File: src/rtl/upd1771c_pkg.sv
// upd1771c_pkg
//   Shared constants and types for the simplified uPD1771C sound core:
//   host command codes, the packet-state enum, default timing parameters
//   and the noise LFSR seed (used only when UPD1771C_NOISE_EN is defined).
package upd1771c_pkg;

  localparam logic [7:0] CMD_SILENCE = 8'h00;
  localparam logic [7:0] CMD_NOISE   = 8'h01;
  localparam logic [7:0] CMD_TONE    = 8'h02;

  localparam int DEF_CP1_DIV   = 8;
  localparam int DEF_READY_DLY = 16;

  localparam logic [14:0] LFSR_SEED = 15'h7FFF;

  typedef enum logic [2:0] {
    IDLE,
    TONE1,
    TONE2,
    TONE3,
    NOISE1
  } pkt_state_t;

endpackage

File: src/rtl/upd1771c_tone.sv
// upd1771c_tone
//   Tone generator: 8-bit period counter and 5-bit phase advanced on cp1p,
//   duty-cycle compare against the timbre, and the signed amplitude register.
//   Optional noise mode (macro UPD1771C_NOISE_EN) replaces the duty compare
//   with bit 0 of a 15-bit LFSR that steps on every phase advance.
// Ports:
//   clk, rst_n     clock, asynchronous active-low reset
//   clr            synchronous clear (mode pins out of normal operation)
//   en             clock enable
//   cp1p           phase strobe
//   commit         load timbre/offset/period/volume, phase := offset
//   commit_noise   (noise build only) load volume and enter noise mode
//   silence        volume := 0
//   timbre, offset, period, volume   staged tone registers
//   aud            signed audio sample
module upd1771c_tone
  import upd1771c_pkg::*;
(
  input  logic       clk,
  input  logic       rst_n,
  input  logic       clr,
  input  logic       en,
  input  logic       cp1p,
  input  logic       commit,
`ifdef UPD1771C_NOISE_EN
  input  logic       commit_noise,
`endif
  input  logic       silence,
  input  logic [2:0] timbre,
  input  logic [4:0] offset,
  input  logic [7:0] period,
  input  logic [4:0] volume,
  output logic [7:0] aud
);

  logic [7:0]        cnt_r;
  logic [4:0]        phase_r;
  logic [2:0]        timbre_r;
  logic [7:0]        period_r;
  logic [4:0]        vol_r;
  logic signed [7:0] aud_p0;
  logic [8:0]        period_len;
  logic              wrap;
  logic [5:0]        thresh;
  logic              high;
`ifdef UPD1771C_NOISE_EN
  logic              noise_r;
  logic [14:0]       lfsr_r;
`endif

  // +/- volume*4; at most 124 in magnitude, so it never overflows 8 bits.
  function automatic logic signed [7:0] amp(input logic hi, input logic [4:0] v);
    logic signed [7:0] mag;
    mag = signed'({1'b0, v, 2'b00});
    return hi ? mag : -mag;
  endfunction

  // A programmed period of 0 stands for 256 cp1p periods per phase step.
  assign period_len = (period_r == 8'd0) ? 9'd256 : {1'b0, period_r};
  assign wrap       = ({1'b0, cnt_r} + 9'd1) == period_len;
  assign thresh     = {1'b0, timbre_r, 2'b00} + 6'd4;

`ifdef UPD1771C_NOISE_EN
  assign high = noise_r ? lfsr_r[0] : ({1'b0, phase_r} < thresh);
`else
  assign high = {1'b0, phase_r} < thresh;
`endif

  always_ff @(posedge clk or negedge rst_n) begin
    if (!rst_n) begin
      cnt_r    <= '0;
      phase_r  <= '0;
      timbre_r <= '0;
      period_r <= '0;
      vol_r    <= '0;
      aud_p0   <= '0;
`ifdef UPD1771C_NOISE_EN
      noise_r  <= 1'b0;
      lfsr_r   <= LFSR_SEED;
`endif
    end else if (clr) begin
      cnt_r    <= '0;
      phase_r  <= '0;
      timbre_r <= '0;
      period_r <= '0;
      vol_r    <= '0;
      aud_p0   <= '0;
`ifdef UPD1771C_NOISE_EN
      noise_r  <= 1'b0;
      lfsr_r   <= LFSR_SEED;
`endif
    end else if (en) begin
      // stage p0: tone state, committed atomically by a finished packet
      if (commit) begin
        timbre_r <= timbre;
        period_r <= period;
        vol_r    <= volume;
        phase_r  <= offset;
        cnt_r    <= '0;
`ifdef UPD1771C_NOISE_EN
        noise_r  <= 1'b0;
`endif
      end
`ifdef UPD1771C_NOISE_EN
      else if (commit_noise) begin
        vol_r   <= volume;
        noise_r <= 1'b1;
        lfsr_r  <= LFSR_SEED;
        cnt_r   <= '0;
      end
`endif
      else begin
        if (silence) vol_r <= 5'd0;
        if (cp1p) begin
          if (wrap) begin
            cnt_r   <= '0;
            phase_r <= phase_r + 5'd1;
`ifdef UPD1771C_NOISE_EN
            if (noise_r) lfsr_r <= {lfsr_r[13:0], lfsr_r[14] ^ lfsr_r[13]};
`endif
          end else begin
            cnt_r <= cnt_r + 8'd1;
          end
        end
      end
      // stage p1: amplitude register, one clock behind the tone state
      aud_p0 <= amp(high, vol_r);
    end
  end

  assign aud = aud_p0;

endmodule

File: src/rtl/upd1771c_core.sv
// upd1771c_core
//   Simplified NEC uPD1771C sound core (Super Cassette Vision).
//   The host writes command packets on port A, strobed by /CS and /WR on
//   PB[7:6]; each byte is paced with the DSB handshake on PB[0].
//   Packets: 00 = silence, 02 tb pp vv = tone (timbre/offset, period, volume).
//   Optional feature macro: UPD1771C_NOISE_EN (01 vv = noise at volume vv).
// Ports:
//   CLK    system clock          RESB   asynchronous active-low reset
//   CKEN   clock enable          CH1/CH2 mode pins (1/0 for normal operation)
//   PA_I   host data             PA_O/PA_OE  tied to 0 (input-only port)
//   PB_I   bit7 /CS, bit6 /WR    PB_O   bit0 DSB     PB_OE  8'h01
//   AUD_O  signed audio sample
module upd1771c_core
  import upd1771c_pkg::*;
#(
  parameter int CP1_DIV   = DEF_CP1_DIV,
  parameter int READY_DLY = DEF_READY_DLY
) (
  input  logic       CLK,
  input  logic       RESB,
  input  logic       CKEN,
  input  logic       CH1,
  input  logic       CH2,
  input  logic [7:0] PA_I,
  output logic [7:0] PA_O,
  output logic [7:0] PA_OE,
  input  logic [7:0] PB_I,
  output logic [7:0] PB_O,
  output logic [7:0] PB_OE,
  output logic [7:0] AUD_O
);

  localparam logic [15:0] DIV_LAST = 16'(CP1_DIV - 1);
  localparam logic [15:0] RDY_INIT = 16'(READY_DLY);

  pkt_state_t  state, state_nx, cur;
  logic [15:0] div_cnt;
  logic [15:0] rdy_cnt;
  logic        hold, wr_n, wr_q, wr_fall, cp1p, consume, resync, more;
  logic [7:0]  byte_r;
  logic        byte_vld;
  logic        dsb, rdy_wait;
  logic [2:0]  timbre_s;
  logic [4:0]  offset_s;
  logic [7:0]  period_s;
  logic        ld_t1, ld_t2, commit_tone, silence;
`ifdef UPD1771C_NOISE_EN
  logic        commit_noise;
`endif
  logic        unused_pb;

  assign hold      = ~CH1 | CH2;
  assign wr_n      = PB_I[7] | PB_I[6];
  assign unused_pb = ^PB_I[5:0];

  assign cp1p    = CKEN & (div_cnt == DIV_LAST);
  assign wr_fall = CKEN & wr_q & ~wr_n;
  assign consume = cp1p & byte_vld;
  // A byte arriving while a packet is waiting out the ready delay means the
  // host lost sync; treat it as a fresh command.
  assign resync  = (state != IDLE) && !dsb;

  always_comb begin
    state_nx    = state;
    cur         = state;
    ld_t1       = 1'b0;
    ld_t2       = 1'b0;
    commit_tone = 1'b0;
    silence     = 1'b0;
`ifdef UPD1771C_NOISE_EN
    commit_noise = 1'b0;
`endif
    if (consume) begin
      if (resync) cur = IDLE;
      state_nx = IDLE;
      unique case (cur)
        IDLE: begin
          if (byte_r == CMD_TONE) state_nx = TONE1;
          else if (byte_r == CMD_SILENCE) silence = 1'b1;
`ifdef UPD1771C_NOISE_EN
          else if (byte_r == CMD_NOISE) state_nx = NOISE1;
`endif
        end
        TONE1: begin
          ld_t1    = 1'b1;
          state_nx = TONE2;
        end
        TONE2: begin
          ld_t2    = 1'b1;
          state_nx = TONE3;
        end
        TONE3: commit_tone = 1'b1;
        NOISE1: begin
          state_nx = IDLE;
`ifdef UPD1771C_NOISE_EN
          commit_noise = 1'b1;
`endif
        end
        default: state_nx = IDLE;
      endcase
    end
  end

  assign more = (state_nx != IDLE);

  always_ff @(posedge CLK or negedge RESB) begin
    if (!RESB) begin
      state    <= IDLE;
      div_cnt  <= '0;
      wr_q     <= 1'b1;
      byte_r   <= '0;
      byte_vld <= 1'b0;
      dsb      <= 1'b0;
      rdy_wait <= 1'b0;
      rdy_cnt  <= '0;
      timbre_s <= '0;
      offset_s <= '0;
      period_s <= '0;
    end else if (hold) begin
      state    <= IDLE;
      div_cnt  <= '0;
      wr_q     <= 1'b1;
      byte_r   <= '0;
      byte_vld <= 1'b0;
      dsb      <= 1'b0;
      rdy_wait <= 1'b0;
      rdy_cnt  <= '0;
      timbre_s <= '0;
      offset_s <= '0;
      period_s <= '0;
    end else if (CKEN) begin
      // stage p0: strobe divider, write-edge capture, packet state
      state   <= state_nx;
      div_cnt <= cp1p ? '0 : div_cnt + 16'd1;
      wr_q    <= wr_n;
      // A new edge wins over consumption: a write landing on cp1p is kept
      // for the following cp1p, and a second write overwrites the first.
      if (wr_fall) begin
        byte_r   <= PA_I;
        byte_vld <= 1'b1;
      end else if (consume) begin
        byte_vld <= 1'b0;
      end
      if (ld_t1) begin
        timbre_s <= byte_r[7:5];
        offset_s <= byte_r[4:0];
      end
      if (ld_t2) period_s <= byte_r;
      // DSB drops on consumption and, if more bytes are due, rises after
      // READY_DLY further cp1p strobes.
      if (consume) begin
        dsb      <= 1'b0;
        rdy_wait <= more;
        rdy_cnt  <= RDY_INIT;
      end else if (cp1p && rdy_wait) begin
        if (rdy_cnt <= 16'd1) begin
          dsb      <= 1'b1;
          rdy_wait <= 1'b0;
        end else begin
          rdy_cnt <= rdy_cnt - 16'd1;
        end
      end
    end
  end

  upd1771c_tone u_tone (
    .clk          (CLK),
    .rst_n        (RESB),
    .clr          (hold),
    .en           (CKEN),
    .cp1p         (cp1p),
    .commit       (commit_tone),
`ifdef UPD1771C_NOISE_EN
    .commit_noise (commit_noise),
`endif
    .silence      (silence),
    .timbre       (timbre_s),
    .offset       (offset_s),
    .period       (period_s),
    .volume       (byte_r[4:0]),
    .aud          (AUD_O)
  );

  assign PA_O  = 8'h00;
  assign PA_OE = 8'h00;
  assign PB_O  = {7'b0, dsb};
  assign PB_OE = 8'h01;

endmodule

File: config.mk
export PLATFORM = sky130hd
export DESIGN_NAME = upd1771c_core
export DESIGN_NICKNAME = d
export VERILOG_FILES = /design/src/rtl/upd1771c_pkg.sv /design/src/rtl/upd1771c_tone.sv /design/src/rtl/upd1771c_core.sv
export SDC_FILE = /design/constraint.sdc
export NUM_CORES = 1
export LEC_CHECK = 0
export ABC_CLOCK_PERIOD_IN_PS = 3100
export CORE_MARGIN = 2
export CORE_UTILIZATION = 50
export DETAILED_ROUTE_END_ITERATION = 16
export GPL_ROUTABILITY_DRIVEN = 0
export MAX_ROUTING_LAYER = met4
export PLACE_DENSITY_LB_ADDON = 0.08
export SYNTH_ARGS = -nofsm -noshare
export SYNTH_HDL_FRONTEND = slang
export SYNTH_SLANG_ARGS = --single-unit
File: constraint.sdc
create_clock -name CLK -period 3.1 [get_ports CLK]
set_clock_uncertainty 0.1 [all_clocks]
set_input_delay 0.775 -clock CLK [delete_from_list [all_inputs] [get_ports CLK]]
set_output_delay 0.775 -clock CLK [all_outputs]
set_load 0.05 [all_outputs]
### After elaboration in Yosys (flattened, before gate mapping)

Index checks and enable logic that the tools add are counted.

| operators by class | value |
|---|---|
| $mul | 0 |
| order comparisons | 2 |
| divide/modulo/power cells | 0 |
| equal/unequal tests | 7 |
| shifts and indexed selects | 0 |
| add/subtract/negate cells | 7 |
| bitwise logic cells | 8 |
| muxes and demuxes | 77 |
| reduce and logical (&&, ||, !) cells | 29 |

Operators with widths:

| cell | number |
|---|---|
| $mux W8 | 17 |
| $mux W16 | 8 |
| $mux W5 | 12 |
| $mux W3 | 11 |
| $mux W1 | 27 |
| $reduce_bool A3 Y1 | 8 |
| $add A16 B1 Y16 const B | 1 |
| $eq A16 B3 Y1 const B | 1 |
| $le A16 B1 Y1 const B | 1 |
| $logic_not A8 Y1 | 2 |
| $sub A16 B1 Y16 const B | 1 |
| $reduce_and A2 Y1 | 7 |
| $reduce_bool A2 Y1 | 5 |
| $add A8 B1 Y9 const B | 1 |
| $eq A9 B9 Y1 | 1 |
| $mux W9 | 1 |
| $reduce_and A3 Y1 | 3 |
| $add A8 B1 Y8 const B | 1 |
| $eq A8 B2 Y1 const B | 1 |
| $neg A7 Y8 | 1 |
| $add A5 B3 Y6 const B | 1 |
| $eq A3 B2 Y1 const B | 2 |
| $lt A5 B6 Y1 | 1 |
| $pmux W2 S3 | 1 |
| 9 further kinds | 15 |

| word-level totals | value |
|---|---|
| memory bits (read-only) | 0 |
| word-level logic and storage cells | 147 |
| output and inout port bits | 40 |
| memories kept | 0 |
| input bits | 21 |
| flip-flop bits (word level) | 100 |
| latch bits | 0 |
| RAM bits | 0 |

### Depth between registers and ports, before layout

| depth | value |
|---|---|
| word-level depth | 11 |
| gate-level depth with buffers | 9 |
| gate-level depth less buffers | 9 |

### By module

From an unflattened synthesis, not the netlist that was laid out.

| unflattened totals | value |
|---|---|
| cells, all modules | 594 |
| area, all modules | 5401.4 µm² |

Modules (own cells, without submodules):

| module | cells each | times used | area each (µm²) | sequential area each (µm²) |
|---|---|---|---|---|
| upd1771c_core | 356 | 1 | 3349.5 | 1577.8 |
| upd1771c_tone | 238 | 1 | 2052.0 | 875.8 |

### Worst setup path before layout

Ideal clock, no wire load.

| timing path | value |
|---|---|
| path type | input -> register |
| start point | input CKEN |
| end point | register u_tone.phase_r[4] |
| slack | 0.212 ns |
| setup time | 0.135 ns |
| cell stages on the path | 7 |
| buffers on the path | 0 |
| arrival | 2.653 ns |
| data required time | 2.865 ns |
| cells stage by stage | or4b_4 nor4_4 nor2_2 or4_1 nor3_2 xnor2_1 a21oi_1 |

| between the ends | value |
|---|---|
| longest elaborated chain between the ends | 6 |
| elaborated cells between the ends (all ways) | 10 |
| classes of those cells | mux (4); bitwise (2); reduce/logical (4) |

RTL lines:

| what | line | text |
|---|---|---|
| start: declaration | upd1771c_core.sv:21 | `input logic CKEN,` |
| $and A1 B1 Y1 | upd1771c_core.sv:56 | `assign cp1p = CKEN & (div_cnt == DIV_LAST);` |
| $and A1 B1 Y1 | upd1771c_core.sv:58 | `assign consume = cp1p & byte_vld;` |
| $mux W1 | upd1771c_core.sv:73 | `if (consume) begin` |
| $mux W5 | upd1771c_tone.sv:94 | `if (commit) begin` |
| $mux W5 | upd1771c_tone.sv:92 | `end else if (en) begin` |
| $mux W5 | upd1771c_tone.sv:81 | `end else if (clr) begin` |
| end signal: assignment | upd1771c_tone.sv:98 | `phase_r <= offset;` |
| end signal: assignment | upd1771c_tone.sv:117 | `phase_r <= phase_r + 5'd1;` |
| end: declaration | upd1771c_tone.sv:37 | `logic [4:0] phase_r;` |

Several ways; a longest one is shown, not always the timed one. The select of a mux whose other input is x is not followed.
A chain may end at the register's enable or synchronous reset.

### Final worst setup path

| timing path | value |
|---|---|
| start point | register u_tone.cnt_r[0] |
| end point | register u_tone.cnt_r[4] |

| between the ends | value |
|---|---|
| longest elaborated chain between the ends | 7 |
| elaborated cells between the ends (all ways) | 8 |
| classes of those cells | add/sub (2); eq/ne (1); mux (5) |

RTL lines:

| what | line | text |
|---|---|---|
| start: declaration | upd1771c_tone.sv:36 | `logic [7:0] cnt_r;` |
| start signal: assignment | upd1771c_tone.sv:122 | `cnt_r <= cnt_r + 8'd1;` |
| $add A8 B1 Y9 | upd1771c_tone.sv:60 | `assign wrap = ({1'b0, cnt_r} + 9'd1) == period_len;` |
| $eq A9 B9 Y1 | upd1771c_tone.sv:60 |  |
| $mux W8 (*) | upd1771c_tone.sv:115 | `if (wrap) begin` |
| $mux W8 (*) | upd1771c_tone.sv:114 | `if (cp1p) begin` |
| $mux W8 (*) | upd1771c_tone.sv:94 |  |
| $mux W8 (*) | upd1771c_tone.sv:92 |  |
| $mux W8 (*) | upd1771c_tone.sv:81 |  |

Every way passes the cells marked *; elsewhere a longest branch is shown, timed or not. The select of a mux whose other input is x is not followed.

==> metrics.log <==
INFO  metric run_status = finished clean
INFO  metric crit_path_max_fanout = 8
INFO  metric endpoint = u_tone.cnt_r[4]
INFO  metric finish.utilization = 0.586
INFO  metric synth.cell_area = 5110 µm²
INFO  metric io_buffers = 21
INFO  metric cts-root-to-sink-buffers = 2
INFO  metric drt_iter0_drc = 202
INFO  metric ctsHtreeMaxLevel = 3
INFO  metric synthArstFlopShare = 1.00
INFO  metric rr_worst_depth = 9
INFO  metric final_cell_mix = dfrtp_1, nand2_1, nor2_1, o21ai_0, conb_1
INFO  metric synthCells = 546
INFO  metric wl_per_cell = 15.2 µm
INFO  metric syn_area_per_cell = 9.37 µm²
INFO  metric clkLatencyLatePin = 360 ps
INFO  metric fin_crit = 2820 ps
INFO  metric overall_track_demand_over_capacity_in_global_routing = 0.219
INFO  metric wl_met1 = 5230 µm
INFO  metric synth.yosys.seq_area_share = 0.480
INFO  metric worstReg2RegStart = u_tone.cnt_r[0]
INFO  metric clockRootBuffer = clkbuf_8
INFO  metric number_of_unique_standard_cell_types_used_by_synthesis = 51
INFO  metric first_global_vias = 3870
INFO  metric timing.reg2reg.setup_slack = 280 ps
INFO  metric worst_hold_path_type = in2async
INFO  metric regToRegEndpoint = u_tone.cnt_r[4]
INFO  metric timing.final.crit_share = 0.910
INFO  metric vdd_ir_drop_max = 0.193 mV
INFO  metric startpoint = u_tone.cnt_r[0]
INFO  metric setup.worst_path.start_class = flip-flop
INFO  metric setup_violations = 0
INFO  metric finalWirelength = 11000 µm
INFO  metric design.die.area = 11100 µm²
INFO  metric grt_first_pass_wirelength = 19000 µm
INFO  metric cts-buffers-inserted = 9
INFO  metric totalPowerFinal = 2330 µW
INFO  metric yosysWarningCount = 0
INFO  metric n_antenna_cell = 0
INFO  metric max-cap-violations = 0
INFO  metric grt_max_degree = 56
INFO  metric maxSlewViolCount = 0
INFO  metric synth-edff-count = 0
INFO  metric worst_setup_hold_path_clk_slew = 90 ps
INFO  metric path_class = reg2reg
INFO  metric die_w = 105 µm
INFO  metric finalHoldViolations = 0
INFO  metric avgViaCountPerCell = 5.38
INFO  metric power.leakage = 0.00261 µW
INFO  metric synth-main-ff-cell = dfrtp_1
INFO  metric wl_met3 = 376 µm
INFO  metric dp.final_hpwl = 7800 µm
INFO  metric cp_data_arrival_time = 2970 ps
INFO  metric tightestPinTransition = 812 ps
INFO  metric cts_hold_repair.buffers = 0
INFO  metric relSlewSlack = 0.457
INFO  metric clock_sink_count = 98
INFO  metric drc = 0
INFO  metric critPathRequiredTime = 3250 ps
INFO  metric via_total_after_detailed_routing = 3904
INFO  metric unrepaired_setup_endpoints_after_global_routing = no
INFO  metric endpoint_kind = flip-flop
INFO  metric top_level_ports = 61
INFO  metric detailedRoute.firstPassIterationCount = 5
INFO  metric antenna_violations_before_repair = 0
INFO  metric initial_utilization = 0.519
INFO  metric top_layer_used = met4
INFO  metric tns = 0 ps
INFO  metric drive_gt1_frac = 0.113
INFO  metric met2RoutedLength = 5350 µm
INFO  metric clock.fmax = 354 MHz
INFO  metric ant_nets = 0
INFO  metric cts_tree = yes
INFO  metric overflow = 0
INFO  metric final_common_cell = dfrtp_1
INFO  metric fp.dieH = 105 µm
INFO  metric postSynthRegisterBits = 98
INFO  metric pwr_density_cell = 403 nW/µm²
INFO  metric placeable_core_region = 9860 µm²
INFO  metric final_net_count = 619
INFO  metric syn_to_final_growth = 13.0%
INFO  metric row_count = 36
[cells by family after synthesis]
family | Yosys count | synth area share
flops | 98 | 0.480
xor+xnor | 44 | 0.0753
simple gates | 221 | 0.208
other cells | 2 | 0.00147
compound gates | 105 | 0.131
buf+inv | 61 | 0.0702
fa+ha+maj | 9 | 0.0220
mux | 6 | 0.0122
[power breakdown]
group | leakage (µW) | internal (µW) | switching, µW
logic | 0.00116 | 53.6 | 178
registers | 0.00136 | 1280 | 7.43
clock network | 0.0000921 | 368 | 436
total | 0.00261 | 1710 | 621
[through the flow]
| stage | hold slack [ps] | worst slack [ps] | instances | area, µm² |
|---|---|---|---|---|
| final | 289 | 278 | 726 | 5780 |
| after global routing | 331 | 67.0 | 726 | 5780 |
| after CTS | 312 | 27.3 | 725 | 5750 |
| after detailed placement | 371 | -353 | 710 | 5570 |
| after global placement | 362 | -350 | 710 | 5570 |
| after floorplan | 345 | 212 | 577 | 5230 |
[how the worst min path moves through the flow]
stage                               endpoint  slack (ps)  cells past startpoint
after floorplan                  offset_s[0]         340                      2
after global routing      u_tone.timbre_r[1]         330                      1
after detailed placement         offset_s[2]         370                      2
after global placement           period_s[3]         360                      2
final                     u_tone.timbre_r[1]         290                      1
after CTS                 u_tone.timbre_r[1]         310                      1
[layout make-up]
type	instances	area (µm²)
clock buffers	10	128
inverters	8	30.0
multi-input cells	418	2440
clock inverters	5	56.3
repair buffers	54	508
fillers	874	4080
well taps	133	166
flip-flops and latches	98	2450
[state kept, by name (all words and copies together), names as in the netlist, 6 cells and up]
name             count
byte_r               8
div_cnt             16
period_s             8
rdy_cnt             16
u_tone.aud           6
u_tone.cnt_r         8
u_tone.period_r      8
[what timing repair did]
action,CTS,global route
buffers inserted,0,1
endpoints found under the hold margin,0,0
gates resized for setup,0,6
endpoints found under the setup margin,0,15
[synth_stat cells (2+ instances only)]
cell type / count / area (µm²)
a211oi_1: 4 / 30.0
a21oi_1: 28 / 140
a221o_1: 4 / 40.0
a22o_1: 17 / 149
a31oi_1: 2 / 12.5
and3_1: 5 / 31.3
buf_1: 2 / 7.51
buf_4: 34 / 255
clkbuf_1: 15 / 56.3
conb_1: 2 / 7.51
dfrtp_1: 97 / 2430
ha_1: 9 / 113
inv_1: 8 / 30.0
mux2_2: 2 / 22.5
mux2i_1: 4 / 40.0
nand2_1: 71 / 267
nand2b_1: 6 / 37.5
nand3_1: 16 / 80.1
nand4_1: 6 / 37.5
nor2_1: 54 / 203
nor2b_1: 6 / 37.5
nor3_1: 23 / 115
nor4_1: 6 / 37.5
o21a_1: 3 / 22.5
o21ai_0: 35 / 175
o31ai_1: 4 / 30.0
o41ai_1: 2 / 17.5
or2_2: 6 / 37.5
or3_1: 8 / 50.1
or4_1: 4 / 30.0
xnor2_1: 27 / 236
xor2_1: 17 / 149
[layer usage]
metal | vias up | global-route usage
li1 | 1918 | -
met1 | 1924 | 0.291
met2 | 56 | 0.350
met3 | 6 | 0.0393
met4 | 0 | 0.0543
met5 | - | -
[critical path, cell delays in order, from the launching register on]
cell and delay (ps):
dfrtp_1 430, ha_1 300, nand3_1 170, or2_2 360, xnor2_1 200, nand4_1 310
nor3_1 260, buf_4 190, nor2_1 90, a221o_1 300
Note: power is estimated with default switching activity, not from simulation.
